`config.mk`:
```
export PLATFORM = sky130hd
export DESIGN_NAME = id_ex_pipe_reg
export DESIGN_NICKNAME = d
export VERILOG_FILES = /design/src/rtl/id_ex_pipe_reg.sv
export SDC_FILE = /design/constraint.sdc
export NUM_CORES = 1
export LEC_CHECK = 0
export ABC_AREA = 0
export CAP_MARGIN = 20
export CORE_UTILIZATION = 53
export CTS_CLUSTER_DIAMETER = 200
export DETAILED_ROUTE_END_ITERATION = 7
export GPL_TIMING_DRIVEN = 0
export PLACE_DENSITY = 0.89
export SLEW_MARGIN = 25
export SYNTH_ARGS = -nofsm -noshare
export SYNTH_HDL_FRONTEND = slang
export SYNTH_SLANG_ARGS = --single-unit
```
`constraint.sdc`:
```
create_clock -name clk -period 52.9 [get_ports clk]
set_clock_uncertainty 0.05 [all_clocks]
set_input_delay 10.58 -clock clk [delete_from_list [all_inputs] [get_ports clk]]
set_output_delay 10.58 -clock clk [all_outputs]
set_load 0.01 [all_outputs]
```
`src/rtl/id_ex_pipe_reg.sv`:
```
// Elastic ID->EX pipeline register: main entry plus a one-deep skid entry, flush-to-bubble, sync reset.
// Optional stall statistics counter enabled by defining ID_EX_STATS_EN.
module id_ex_pipe_reg #(
  parameter int XLEN    = 32,
  parameter int CTRL_W  = 10,
  parameter int RADDR_W = 5
`ifdef ID_EX_STATS_EN
  ,
  parameter int CNT_W   = 16
`endif
) (
  input  logic               clk,
  input  logic               rst,
  input  logic               flush,
  input  logic               in_valid,
  output logic               in_ready,
  input  logic [CTRL_W-1:0]  in_ctrl,
  input  logic               in_result_src,
  input  logic [XLEN-1:0]    in_rd1,
  input  logic [XLEN-1:0]    in_rd2,
  input  logic [XLEN-1:0]    in_imm,
  input  logic [XLEN-1:0]    in_pc,
  input  logic [RADDR_W-1:0] in_radd,
  output logic               out_valid,
  input  logic               out_ready,
  output logic [CTRL_W-1:0]  out_ctrl,
  output logic               out_result_src,
  output logic [XLEN-1:0]    out_rd1,
  output logic [XLEN-1:0]    out_rd2,
  output logic [XLEN-1:0]    out_imm,
  output logic [XLEN-1:0]    out_pc,
  output logic [RADDR_W-1:0] out_radd
`ifdef ID_EX_STATS_EN
  ,
  output logic [CNT_W-1:0]   stall_cnt
`endif
);

  typedef struct packed {
    logic [CTRL_W-1:0]  ctrl;
    logic               result_src;
    logic [XLEN-1:0]    rd1;
    logic [XLEN-1:0]    rd2;
    logic [XLEN-1:0]    imm;
    logic [XLEN-1:0]    pc;
    logic [RADDR_W-1:0] radd;
  } payload_t;

  payload_t in_pay;
  payload_t main_q, main_d;
  payload_t skid_q;
  logic     main_valid_q, main_valid_d;
  logic     skid_valid_q, skid_valid_d;
  logic     skid_load;

  assign in_pay = '{ctrl: in_ctrl, result_src: in_result_src, rd1: in_rd1, rd2: in_rd2,
                    imm: in_imm, pc: in_pc, radd: in_radd};

  // in_ready depends only on registered state, never on out_ready.
  assign in_ready = ~skid_valid_q;

  always_comb begin
    // NOTE: every target gets a default before any branch, otherwise a missed path infers a latch.
    main_d       = main_q;
    main_valid_d = main_valid_q;
    skid_valid_d = skid_valid_q;
    skid_load    = 1'b0;

    if (flush) begin
      main_valid_d      = 1'b0;
      skid_valid_d      = 1'b0;
      main_d.ctrl       = '0;
      main_d.result_src = 1'b0;
    end else if (!main_valid_q || out_ready) begin
      if (skid_valid_q) begin
        main_d       = skid_q;
        main_valid_d = 1'b1;
        skid_valid_d = 1'b0;
      end else if (in_valid) begin
        main_d       = in_pay;
        main_valid_d = 1'b1;
      end else begin
        main_valid_d      = 1'b0;
        main_d.ctrl       = '0;
        main_d.result_src = 1'b0;
      end
    end else if (in_valid && !skid_valid_q) begin
      skid_valid_d = 1'b1;
      skid_load    = 1'b1;
    end
  end

  always_ff @(posedge clk) begin
    // NOTE: sequential state uses non-blocking assignments so every register samples pre-edge values.
    if (rst) begin
      main_q       <= '0;
      main_valid_q <= 1'b0;
      skid_valid_q <= 1'b0;
    end else begin
      main_q       <= main_d;
      main_valid_q <= main_valid_d;
      skid_valid_q <= skid_valid_d;
    end
  end

  // NOTE: skid payload has no reset; it is only ever read while skid_valid_q is set, which implies a prior capture.
  always_ff @(posedge clk) begin
    if (skid_load && !rst) begin
      skid_q <= in_pay;
    end
  end

  assign out_valid      = main_valid_q;
  assign out_ctrl       = main_q.ctrl;
  assign out_result_src = main_q.result_src;
  assign out_rd1        = main_q.rd1;
  assign out_rd2        = main_q.rd2;
  assign out_imm        = main_q.imm;
  assign out_pc         = main_q.pc;
  assign out_radd       = main_q.radd;

`ifdef ID_EX_STATS_EN
  logic [CNT_W-1:0] stall_cnt_q;

  // Saturating count of back-pressured cycles; flush deliberately leaves it alone.
  always_ff @(posedge clk) begin
    if (rst) begin
      stall_cnt_q <= '0;
    end else if (main_valid_q && !out_ready && (stall_cnt_q != '1)) begin
      stall_cnt_q <= stall_cnt_q + CNT_W'(1);
    end
  end

  assign stall_cnt = stall_cnt_q;
`endif

endmodule

```
==> results of run 1 <==
## cell usage in the layout (no fill, tap or decap), types with 2 or more instances in the layout
cell and instances:
edfxtp_1 144, buf_2 46, buf_6 12, a211oi_1 63
mux2i_1 133, clkbuf_4 4, clkbuf_1 30, buf_4 14
a21oi_1 134, a221oi_1 11, clkbuf_8 3, clkdlybuf4s50_1 293
nor2_1 12, bufinv_16 7, dfxtp_1 146, inv_6 2
clkbuf_16 29, nor3_1 12, clkinv_1 3, diode_2 2
clkinv_2 6, a211oi_2 70
## critical path, delay by kind of cell
kind | cells | cell delay (ns)
buffers and inverters | 6 | 1.94
AND/OR/NAND/NOR | 2 | 0.97
## flip-flops by register name (all words and copies together) (netlist names)
| register | count |
|---|---|
| out_rd1 | 32 |
| out_pc | 32 |
| out_valid | 1 |
| out_ctrl | 10 |
| out_radd | 5 |
| out_rd2 | 32 |
| skid_valid_q | 1 |
| out_result_src | 1 |
| skid_q | 144 |
| out_imm | 32 |
## worst max-delay path by stage
stage / to / slack, ns / cells after the start / start
2_1_floorplan: skid_q[0] / 25.95 / 3 / in_valid
3_3_place_gp: skid_q[10] / 17.36 / 4 / in_valid
3_5_place_dp: skid_q[93] / 39.08 / 8 / in_valid
4_1_cts: skid_q[97] / 39.61 / 8 / in_valid
5_1_grt: skid_q[87] / 39.44 / 8 / in_valid
6_report: skid_q[97] / 39.59 / 8 / in_valid
## power groups by stage
stage / clock network (mW) / logic [mW] / registers, mW
global placement: 0 / 0.0586 / 0.253
CTS: 0.228 / 0.0613 / 0.248
floorplan: 0 / 0.0229 / 0.256
global route: 0.236 / 0.0651 / 0.249
finish: 0.226 / 0.0613 / 0.248
detailed placement: 0 / 0.0605 / 0.252
## routing by layer
layer | global-route usage | share of wire | vias to the layer above
li1 | - | - | 3864
met1 | 0.333 | 0.40 | 4152
met2 | 0.479 | 0.49 | 335
met3 | 0.0816 | 0.085 | 60
met4 | 0.0902 | 0.027 | 0
met5 | 0 | 0 | -
## area by class of cell
| type | instances | area share |
|---|---|---|
| Sequential cell | 290 | 0.458 |
| Clock inverter | 19 | 0.0175 |
| Buffer | 79 | 0.0305 |
| Clock buffer | 35 | 0.0492 |
| Timing Repair Buffer | 319 | 0.194 |
| Multi-Input combinational cell | 442 | 0.229 |
| Antenna cell | 2 | 0.000316 |
| Tap cell | 275 | 0.0217 |
| Inverter | 1 | 0.000237 |
## kinds of logic (layout without fill, tap and decap cells)
family / after synthesis / after routing
AOI/OAI and AO/OA: 279 / 279
buffers and inverters: 80 / 453
muxes: 133 / 133
other: 0 / 2
and+or+nand+nor: 30 / 30
DFF: 290 / 290
## per-stage QoR
| stage | area (um2) | total power [mW] | setup WS [ns] |
|---|---|---|---|
| after floorplan | 11300 | 0.279 | 25.95 |
| after detailed placement | 14800 | 0.313 | 39.08 |
| after CTS | 15800 | 0.537 | 39.61 |
| after global placement | 14600 | 0.311 | 17.36 |
| final | 15800 | 0.535 | 39.59 |
| after global routing | 15800 | 0.550 | 39.44 |
## synth_stat cells (all sizes together)
master    n
a221oi   11
a211oi  133
a21oi   134
dfxtp   146
nor2     12
edfxtp  144
or2       1
inv       1
nor4b     1
clkbuf   31
nor3     13
nand2b    1
mux2i   133
nor2b     2
o21ba     1
buf      48
==> results.rst, run 1 <==
.. list-table::
   :header-rows: 1

   * - Metric
     - Value
   * - Run status
     - finished, final reports clean
   * - Number of clock sinks
     - 290
   * - Simple-gate portion of the synthesized area
     - 0.0139
   * - FP Rows
     - 53
   * - Seq. cell area
     - 7250 um2
   * - Count of placed standard cells in the final layout, fillers left out
     - 1462
   * - Total of flip-flops plus latches after synthesis
     - 290
   * - FF-to-FF setup slack
     - 49.82 ns
   * - Worst hold slack across all endpoints
     - 0.443 ns
   * - Final routed wirelength across all metal layers
     - 31400 um
   * - Chip Height
     - 148 um
   * - Net Switching
     - 0.120 mW
   * - Measured slew at the worst slew-check pin
     - 0.736 ns
   * - Placeable Area
     - 21000 um2
   * - Clock network fraction of total power
     - 0.422
   * - Power density of the placed cells
     - 33.8 nW/um2
   * - WL/cell
     - 21.5 um
   * - Post-DP HPWL
     - 21800 um
   * - Distinct cell type count of the synthesized netlist
     - 24
   * - Worst vdd rail ir drop
     - 0.0342 mV
   * - Final Util
     - 0.753
   * - Number of port buffers
     - 293
   * - Lkg Pwr
     - 5.19 nW
   * - Total DRC errors in the routed layout
     - 0
   * - Initial antenna violation count
     - 2
   * - Detail-routed via count per cell
     - 5.75
   * - Reg-to-reg critical path endpoint
     - skid_q[97]
   * - Post-route fraction of the period consumed by the critical path
     - 0.252
   * - Setup crit end kind
     - register
   * - Wire length of the first global-routing pass
     - 47800 um
   * - Fraction of power consumed by combinational cells
     - 0.115
   * - Main combinational cell family by area after synthesis
     - compound AO/OA/AOI/OAI gates
   * - Number of warning messages in the yosys log
     - 0
   * - Clock latency on the worst-skew pair
     - 0.54 ns
   * - Floorplan die area
     - 22000 um2
   * - Minimum clock period after layout
     - 13.31 ns
   * - Worst flop-to-flop path startpoint
     - skid_valid_q
   * - Number of vias after detailed routing
     - 8411
   * - Worst endpoint required time
     - 53.09 ns
   * - Post-CTS setup-driven buffer insertion count
     - 0
   * - Type of the worst min-delay path
     - register to register
   * - Net Count, Synth
     - 961
   * - Fraction of synthesized cell area in xor and xnor cells
     - 0
   * - Relative slew slack
     - 0.508
   * - Hold Violations, Final
     - 0
   * - Number of buffers on the longest clock path
     - 3
   * - End point of the worst hold path
     - out_ctrl[8]
   * - Number of cells in the design after placement
     - 1406
   * - Average instance area after synthesis
     - 14.0 um2
   * - Setup TNS
     - 0 ns
   * - GR Util All Layers
     - 0.278
   * - Gp weighted congestion
     - 0.826
   * - Internal power of the cells
     - 0.415 mW
   * - Worst Setup Path Type
     - input pin to register
   * - CP startpoint kind
     - input pin
   * - Sequential-to-total area share from yosys stat
     - 0.639
   * - Starting utilization of the core area
     - 0.540
   * - Synth Area in Adders
     - 0
   * - R2R depth
     - 7
   * - Proportion of layout cells with a drive suffix above 1
     - 0.169
   * - Master of the slowest instance on the critical path
     - nor4b_2
   * - Critical-path cell list
     - clkdlybuf4s50_1 > nor2b_1 > clkbuf_1 > nor4b_2 > buf_2 > buf_2 > buf_4 > buf_2
   * - Final-report max-slew violation count
     - 0
   * - Yosys top cell by area
     - edfxtp_1
   * - Sequential Power Share
     - 0.464
   * - Clock edge transition at the registers on the reported setup and hold paths
     - 0.06 ns
   * - Length of the first detailed-routing pass in iterations
     - 5
   * - Global route overflow
     - 0
   * - Largest net degree at the start of global routing
     - 15
   * - Via count of the first global-routing pass
     - 8814
   * - Delay of the slowest cell on the worst path
     - 0.70 ns
   * - Compound-Gate Fraction of Synth Area
     - 0.187
   * - H-Tree Level Count
     - 1
   * - Post-layout nets
     - 1311
   * - Clock buffer count from CTS
     - 29
   * - MaxCap Viol Count
     - 0
   * - Setup repair after global routing missed its margin
     - no
   * - Synth top area cells
     - edfxtp_1, dfxtp_1, mux2i_1, a211oi_2, a21oi_1
   * - Hold-fix buffer count after cts
     - 0
   * - Worst hold path depth
     - 2
   * - Switching portion of total power
     - 0.224
   * - Hold path startpoint
     - out_ctrl[8]
   * - FILL cells
     - 1289
   * - Max Fanout on Critical Path
     - 10
   * - Worst endpoint data arrival time
     - 13.50 ns
   * - Post-synthesis instance total
     - 812
   * - Area of combinational cells with multiple inputs
     - 3620 um2
   * - Die W
     - 148 um
   * - Share of the synthesized area in the top cell type
     - 0.381
   * - Peak clock frequency supported by timing
     - 75.1 MHz
   * - Buffer cell driving the clock tree root
     - clkbuf_16
   * - Mux contribution to synthesized area
     - 0.117
   * - Area of the mapped netlist
     - 11300 um2
   * - Setup violators final
     - 0
   * - Final antenna-violating net count
     - 0
   * - CTS tree
     - built
   * - Cts repair resizes
     - 0
   * - First-iteration detailed-routing DRC count
     - 355
   * - Area growth syn-to-layout
     - 39.5%
   * - Ports
     - 295
   * - CP most frequent cell
     - buf_2
No activity file was read; power rests on OpenSTA's default activity.
==> run 2: changes to the inputs <==
Settings changed: CORE_UTILIZATION 53 to 44, PLACE_DENSITY 0.89 to 0.79.
Clock period 52.9 ns to 11.79 ns, I/O delays scaled along.
==> results.rst, run 2 (synthesis results as in run 1) <==
.. list-table::
   :header-rows: 1

   * - Metric
     - Value
   * - Run status
     - finished, final reports clean
   * - Crit path max-delay family
     - buffers and inverters
   * - Clock edge transition at the registers on the reported setup and hold paths
     - 0.06 ns (about the same)
   * - Master of the slowest instance on the critical path
     - clkdlybuf4s50_1
   * - Floorplan die area
     - 26400 um2 (+20%)
   * - Wire length of the first global-routing pass
     - 47200 um (-1.3%)
   * - Relative slew slack
     - 0.507 (-0.00122)
   * - WL/cell
     - 20.4 um (-5.3%)
   * - Via count of the first global-routing pass
     - 8390 (-4.8%)
   * - Buffers & Inverters on Critical Path
     - 6 (unchanged)
   * - Setup crit end kind
     - register
   * - Cts repair resizes
     - 0 (unchanged)
   * - CTS tree
     - built
   * - Clock buffer count from CTS
     - 30 (+3.4%)
   * - Number of buffers on the longest clock path
     - 3 (unchanged)
   * - Peak clock frequency supported by timing
     - 215 MHz
   * - Placeable Area
     - 25300 um2 (+20%)
   * - Post-DP HPWL
     - 21300 um (-2.6%)
   * - Lkg Pwr
     - 5.14 nW (-0.88%)
   * - Gp weighted congestion
     - 0.785 (-4.9%)
   * - Detail-routed via count per cell
     - 5.40 (-6.1%)
   * - Post-layout nets
     - 1302 (-0.69%)
   * - Measured slew at the worst slew-check pin
     - 0.740 ns (+0.00376 ns)
   * - First-iteration detailed-routing DRC count
     - 479 (+35%)
   * - CP startpoint kind
     - input pin
   * - Worst endpoint data arrival time
     - 4.86 ns (-8.64 ns)
   * - Flip-flop count of the largest register after layout
     - 144 (unchanged)
   * - Worst endpoint required time
     - 12.00 ns (-41.09 ns)
   * - FILL cells
     - 1973 (+53%)
   * - Post-route fraction of the period consumed by the critical path
     - 0.395
   * - Area growth syn-to-layout
     - 40.3%
   * - Number of port buffers
     - 293 (unchanged)
   * - Final-report max-slew violation count
     - 0 (unchanged)
   * - Leading cell type in the layout, fill and taps excluded
     - clkdlybuf4s50_1
   * - Commonest cells after routing, fill and taps aside
     - clkdlybuf4s50_1, dfxtp_1, edfxtp_1
   * - Die W
     - 163 um (+9.6%)
   * - Number of logic stages on the critical path including buffering
     - 8 (unchanged)
   * - Max Fanout on Critical Path
     - 11 (+1)
   * - Final antenna-violating net count
     - 0 (unchanged)
   * - Minimum clock period after layout
     - 4.65 ns
   * - Area of combinational cells with multiple inputs
     - 3630 um2 (+0.24%)
   * - Power density of the placed cells
     - 150 nW/um2 (+340%)
   * - FP Rows
     - 58 (+9.4%)
   * - Hold Violations, Final
     - 0 (unchanged)
   * - Final Util
     - 0.631 (-0.122)
   * - Number of clock sinks
     - 290 (unchanged)
   * - H-Tree Level Count
     - 1 (unchanged)
   * - Starting utilization of the core area
     - 0.449 (-0.0905)
   * - Worst vdd rail ir drop
     - 0.117 mV (+240%)
   * - Setup repair after global routing missed its margin
     - no
   * - Type of the worst min-delay path
     - register to register
   * - Largest net degree at the start of global routing
     - 16 (+1)
   * - Post-route worst setup slack
     - 7.14 ns (-32.46 ns)
   * - Number of vias after detailed routing
     - 8149 (-3.1%)
   * - Delay of the slowest cell on the worst path
     - 0.50 ns (-0.20 ns)
   * - Chip Height
     - 163 um (+9.6%)
   * - Clock latency on the worst-skew pair
     - 0.55 ns (about the same)
   * - Setup violators final
     - 0 (unchanged)
   * - MaxCap Viol Count
     - 0 (unchanged)
   * - Final routed wirelength across all metal layers
     - 30700 um (-2.3%)
   * - Seq. cell area
     - 7250 um2 (unchanged)
   * - Hold-fix buffer count after cts
     - 0 (unchanged)
   * - Ports
     - 295 (unchanged)
   * - Worst hold path depth
     - 2 (unchanged)
   * - Worst Setup Slack post-DPL
     - 6.57 ns (-32.51 ns)
   * - Initial antenna violation count
     - 2 (unchanged)
   * - Critical-path cell list
     - clkdlybuf4s50_1 > nor2b_1 > clkbuf_1 > nor4b_4 > buf_4 > buf_6 > buf_4 > buf_6
   * - Total DRC errors in the routed layout
     - 0 (unchanged)
   * - Length of the first detailed-routing pass in iterations
     - 5 (unchanged)
   * - R2R depth
     - 7 (unchanged)
   * - Buffer cell driving the clock tree root
     - clkbuf_16
   * - Post-CTS setup-driven buffer insertion count
     - 0 (unchanged)
   * - Proportion of layout cells with a drive suffix above 1
     - 0.162 (-0.00650)
   * - Worst Setup Path Type
     - input pin to register
   * - Global route overflow
     - 0 (unchanged)
   * - Biggest register
     - skid_q
   * - GR Util All Layers
     - 0.228 (-0.0498)
==> run 2: cell type report <==
class | instances | share of cell area
Antenna cell | 1 | 0.000157
Tap cell | 330 | 0.0259
Sequential cell | 290 | 0.455
Clock buffer | 44 | 0.0570
Clock inverter | 12 | 0.00943
Buffer | 79 | 0.0303
Inverter | 1 | 0.000236
Timing Repair Buffer | 309 | 0.194
Multi-Input combinational cell | 442 | 0.228
==> run 2: where the power goes <==
| group | leakage [nW] | internal, mW | switching (mW) |
|---|---|---|---|
| clock | 0.521 | 0.601 | 0.402 |
| sequential | 2.50 | 1.09 | 0.0203 |
| combinational | 2.12 | 0.147 | 0.124 |
==> run 2: metrics by stage <==
step | setup TNS (ns) | total power, mW | cells | hold WS, ns | area, um2
2_1_floorplan | 0 | 1.25 | 812 | 0.461 | 11400
3_3_place_gp | -723.13 | 1.40 | 1435 | 0.427 | 14700
3_5_place_dp | 0 | 1.40 | 1451 | 0.428 | 14900
4_1_cts | 0 | 2.40 | 1507 | 0.441 | 15900
5_1_grt | 0 | 2.46 | 1508 | 0.458 | 15900
6_report | 0 | 2.39 | 1508 | 0.443 | 15900
==> run 2: path summary, 6_finish.rpt <==
path,startpoint,endpoint,slack (ns)
setup / recovery,in_valid,skid_q[77],7.14
hold reg to reg,out_ctrl[2],out_ctrl[2],0.44
setup reg to reg,skid_valid_q,skid_q[77],9.14
hold / removal,out_ctrl[2],out_ctrl[2],0.44
==> run 2: worst register-to-register path, stage by stage (launching register included) <==
cell and delay [ns]:
dfxtp_1 0.33, nor2b_1 0.23, clkbuf_1 0.46, nor4b_4 0.48
buf_4 0.24, buf_6 0.16, buf_4 0.22, buf_6 0.19
==> run 2: per-layer routing <==
layer,track usage,part of all wire,vias to the layer above
met4,0.0790,0.032,0
met2,0.366,0.46,286
met3,0.0738,0.088,58
met1,0.289,0.42,3968
met5,0,0,-
li1,-,-,3837
==> run 3: changes to the inputs <==
Clock period 11.79 ns to 4 ns, I/O delays scaled along.
==> results.rst, run 3 (synthesis results as in run 1) <==
.. list-table::
   :header-rows: 1

   * - Metric
     - Value
   * - Master of the slowest instance on the critical path
     - nor4b_4
   * - Lkg Pwr
     - 5.09 nW (-1.0%)
   * - Placeable Area
     - 25300 um2 (unchanged)
   * - Length of the first detailed-routing pass in iterations
     - 5 (unchanged)
   * - Peak clock frequency supported by timing
     - 310 MHz
   * - Die W
     - 163 um (unchanged)
   * - Clock edge transition at the registers on the reported setup and hold paths
     - 0.06 ns (about the same)
   * - Setup crit end kind
     - register
   * - Floorplan die area
     - 26400 um2 (unchanged)
   * - Ant. Diodes
     - 0 (-1)
   * - Post-route worst setup slack
     - 0.774 ns (-6.36 ns)
   * - Measured slew at the worst slew-check pin
     - 0.745 ns (+0.00475 ns)
   * - Final antenna-violating net count
     - 0 (unchanged)
   * - Number of port buffers
     - 293 (unchanged)
   * - Final routed wirelength across all metal layers
     - 30400 um (-0.92%)
   * - Crit path max-delay family
     - buffers and inverters
   * - Post-route fraction of the period consumed by the critical path
     - 0.806
   * - GR Util All Layers
     - 0.225 (-0.00325)
   * - Setup repair after global routing missed its margin
     - no
   * - Chip Height
     - 163 um (unchanged)
   * - Starting utilization of the core area
     - 0.449 (unchanged)
   * - Flip-flop count of the largest register after layout
     - 144 (unchanged)
   * - Hold Violations, Final
     - 0 (unchanged)
   * - CP startpoint kind
     - input pin
   * - Initial antenna violation count
     - 0 (-2)
   * - Delay of the slowest cell on the worst path
     - 0.58 ns (+0.08 ns)
   * - Biggest register
     - skid_q
   * - Total length of routed met2 wires
     - 13900 um (-1.7%)
   * - Number of buffers on the longest clock path
     - 3 (unchanged)
   * - MaxCap Viol Count
     - 0 (unchanged)
   * - Number of clock sinks
     - 290 (unchanged)
   * - Gp weighted congestion
     - 0.764 (-2.6%)
   * - Post-CTS setup-driven buffer insertion count
     - 0 (unchanged)
   * - Highest signal layer in the routed design
     - met4
   * - Cts repair resizes
     - 0 (unchanged)
   * - Critical-path cell list
     - clkdlybuf4s50_1 > nor2b_4 > clkbuf_8 > nor4b_4 > buf_4 > buf_6 > buf_6 > buf_4 > buf_4
   * - WL/cell
     - 20.2 um (-0.59%)
   * - Fin area
     - 15800 um2 (-0.87%)
   * - CTS tree
     - built
   * - Commonest cells after routing, fill and taps aside
     - clkdlybuf4s50_1, dfxtp_1, edfxtp_1
   * - Power density of the placed cells
     - 424 nW/um2 (+180%)
   * - Buffers & Inverters on Critical Path
     - 7 (+1)
   * - Total DRC errors in the routed layout
     - 0 (unchanged)
   * - Buffer cell driving the clock tree root
     - clkbuf_16
   * - Detail-routed via count per cell
     - 5.45 (+0.90%)
   * - Relative slew slack
     - 0.504 (-0.00316)
   * - Proportion of layout cells with a drive suffix above 1
     - 0.160 (-0.00200)
   * - Worst vdd rail ir drop
     - 0.326 mV (+180%)
   * - Sum of met3 wire segment lengths after detailed routing
     - 2760 um (+2.7%)
   * - Worst endpoint data arrival time
     - 3.41 ns (-1.45 ns)
   * - Max Fanout on Critical Path
     - 11 (unchanged)
   * - Hold-fix buffer count after cts
     - 0 (unchanged)
   * - Type of the worst min-delay path
     - register to register
   * - Post-layout nets
     - 1300 (-0.15%)
   * - Placement Cell Area
     - 14900 um2 (about the same)
   * - Setup TNS
     - 0 ns (unchanged)
   * - Clock latency on the worst-skew pair
     - 0.54 ns (about the same)
   * - Via count of the first global-routing pass
     - 8439 (+0.58%)
   * - Number of vias after detailed routing
     - 8195 (+0.56%)
   * - Worst endpoint required time
     - 4.18 ns (-7.82 ns)
   * - Run status
     - finished, final reports clean
   * - Final-report max-slew violation count
     - 0 (unchanged)
   * - Minimum clock period after layout
     - 3.23 ns
   * - Largest net degree at the start of global routing
     - 14 (-2)
   * - First-iteration detailed-routing DRC count
     - 503 (+5.0%)
   * - CP most frequent cell
     - buf_4
   * - Setup violators final
     - 0 (unchanged)
   * - Global route overflow
     - 0 (unchanged)
   * - Clock buffer count from CTS
     - 29 (-3.3%)
   * - Leading cell type in the layout, fill and taps excluded
     - clkdlybuf4s50_1
   * - Area growth syn-to-layout
     - 39.1%
   * - Ports
     - 295 (unchanged)
   * - FP Rows
     - 58 (unchanged)
   * - H-Tree Level Count
     - 1 (unchanged)
   * - Worst Setup Slack post-DPL
     - 0.208 ns (-6.36 ns)
   * - Wire length of the first global-routing pass
     - 46700 um (-1.1%)
   * - Worst Setup Path Type
     - input pin to register
   * - Post-route met1 wirelength
     - 12700 um (-1.9%)
   * - Final Util
     - 0.625 (-0.00550)
   * - Post-DP HPWL
     - 21500 um (+0.94%)
==> run 3: cell types whose count changed in the layout (fill, tap and decap cells not counted), moves of 2 or more <==
cell       delta
buf_6         -3
clkbuf_16     -4
buf_4         +3
bufinv_16     -2
clkbuf_8      +4
==> run 3: worst paths after layout <==
kind                      from           to  slack (ns)  depth (start not counted)
setup / recovery      in_valid   skid_q[57]        0.77                          9
hold / removal     out_ctrl[4]  out_ctrl[4]        0.45                          2
setup reg to reg  skid_valid_q   skid_q[57]        1.23                          8
hold reg to reg    out_ctrl[4]  out_ctrl[4]        0.45                          2
==> run 3: cell type report <==
class | count | area [um2]
plain buffers | 79 | 504
clock buffers | 45 | 846
clock inverters | 8 | 65.1
well taps | 330 | 413
fillers | 1935 | 9470
multi-input cells | 442 | 3640
repair buffers | 308 | 3060
inverters | 1 | 3.75
flip-flops and latches | 290 | 7250
==> run 3: worst register-to-register path: stages (launching register included) <==
cell and delay [ns]:
dfxtp_1 0.35, nor2b_4 0.16, clkbuf_8 0.19, nor4b_4 0.58, buf_4 0.33, buf_6 0.17
buf_6 0.17, buf_4 0.23, buf_4 0.24
==> run 3: where the power goes <==
part	internal [mW]	switching [mW]
Clock	1.51	1.11
Sequential	3.22	0.0599
Combinational	0.435	0.367
Total	5.16	1.54
==> run 3: stage by stage <==
stage          hold slack [ns]  power (mW)  instances
2_1_floorplan            0.460        3.68        812
3_3_place_gp             0.433        4.12       1435
3_5_place_dp             0.436        4.14       1450
4_1_cts                  0.450        6.75       1503
5_1_grt                  0.465        6.92       1503
6_report                 0.447        6.70       1503
==> run 3: layer usage <==
layer	GRT usage	vias up
li1	-	3835
met1	0.286	3975
met2	0.364	321
met3	0.0639	64
met4	0.0828	0
met5	0	-
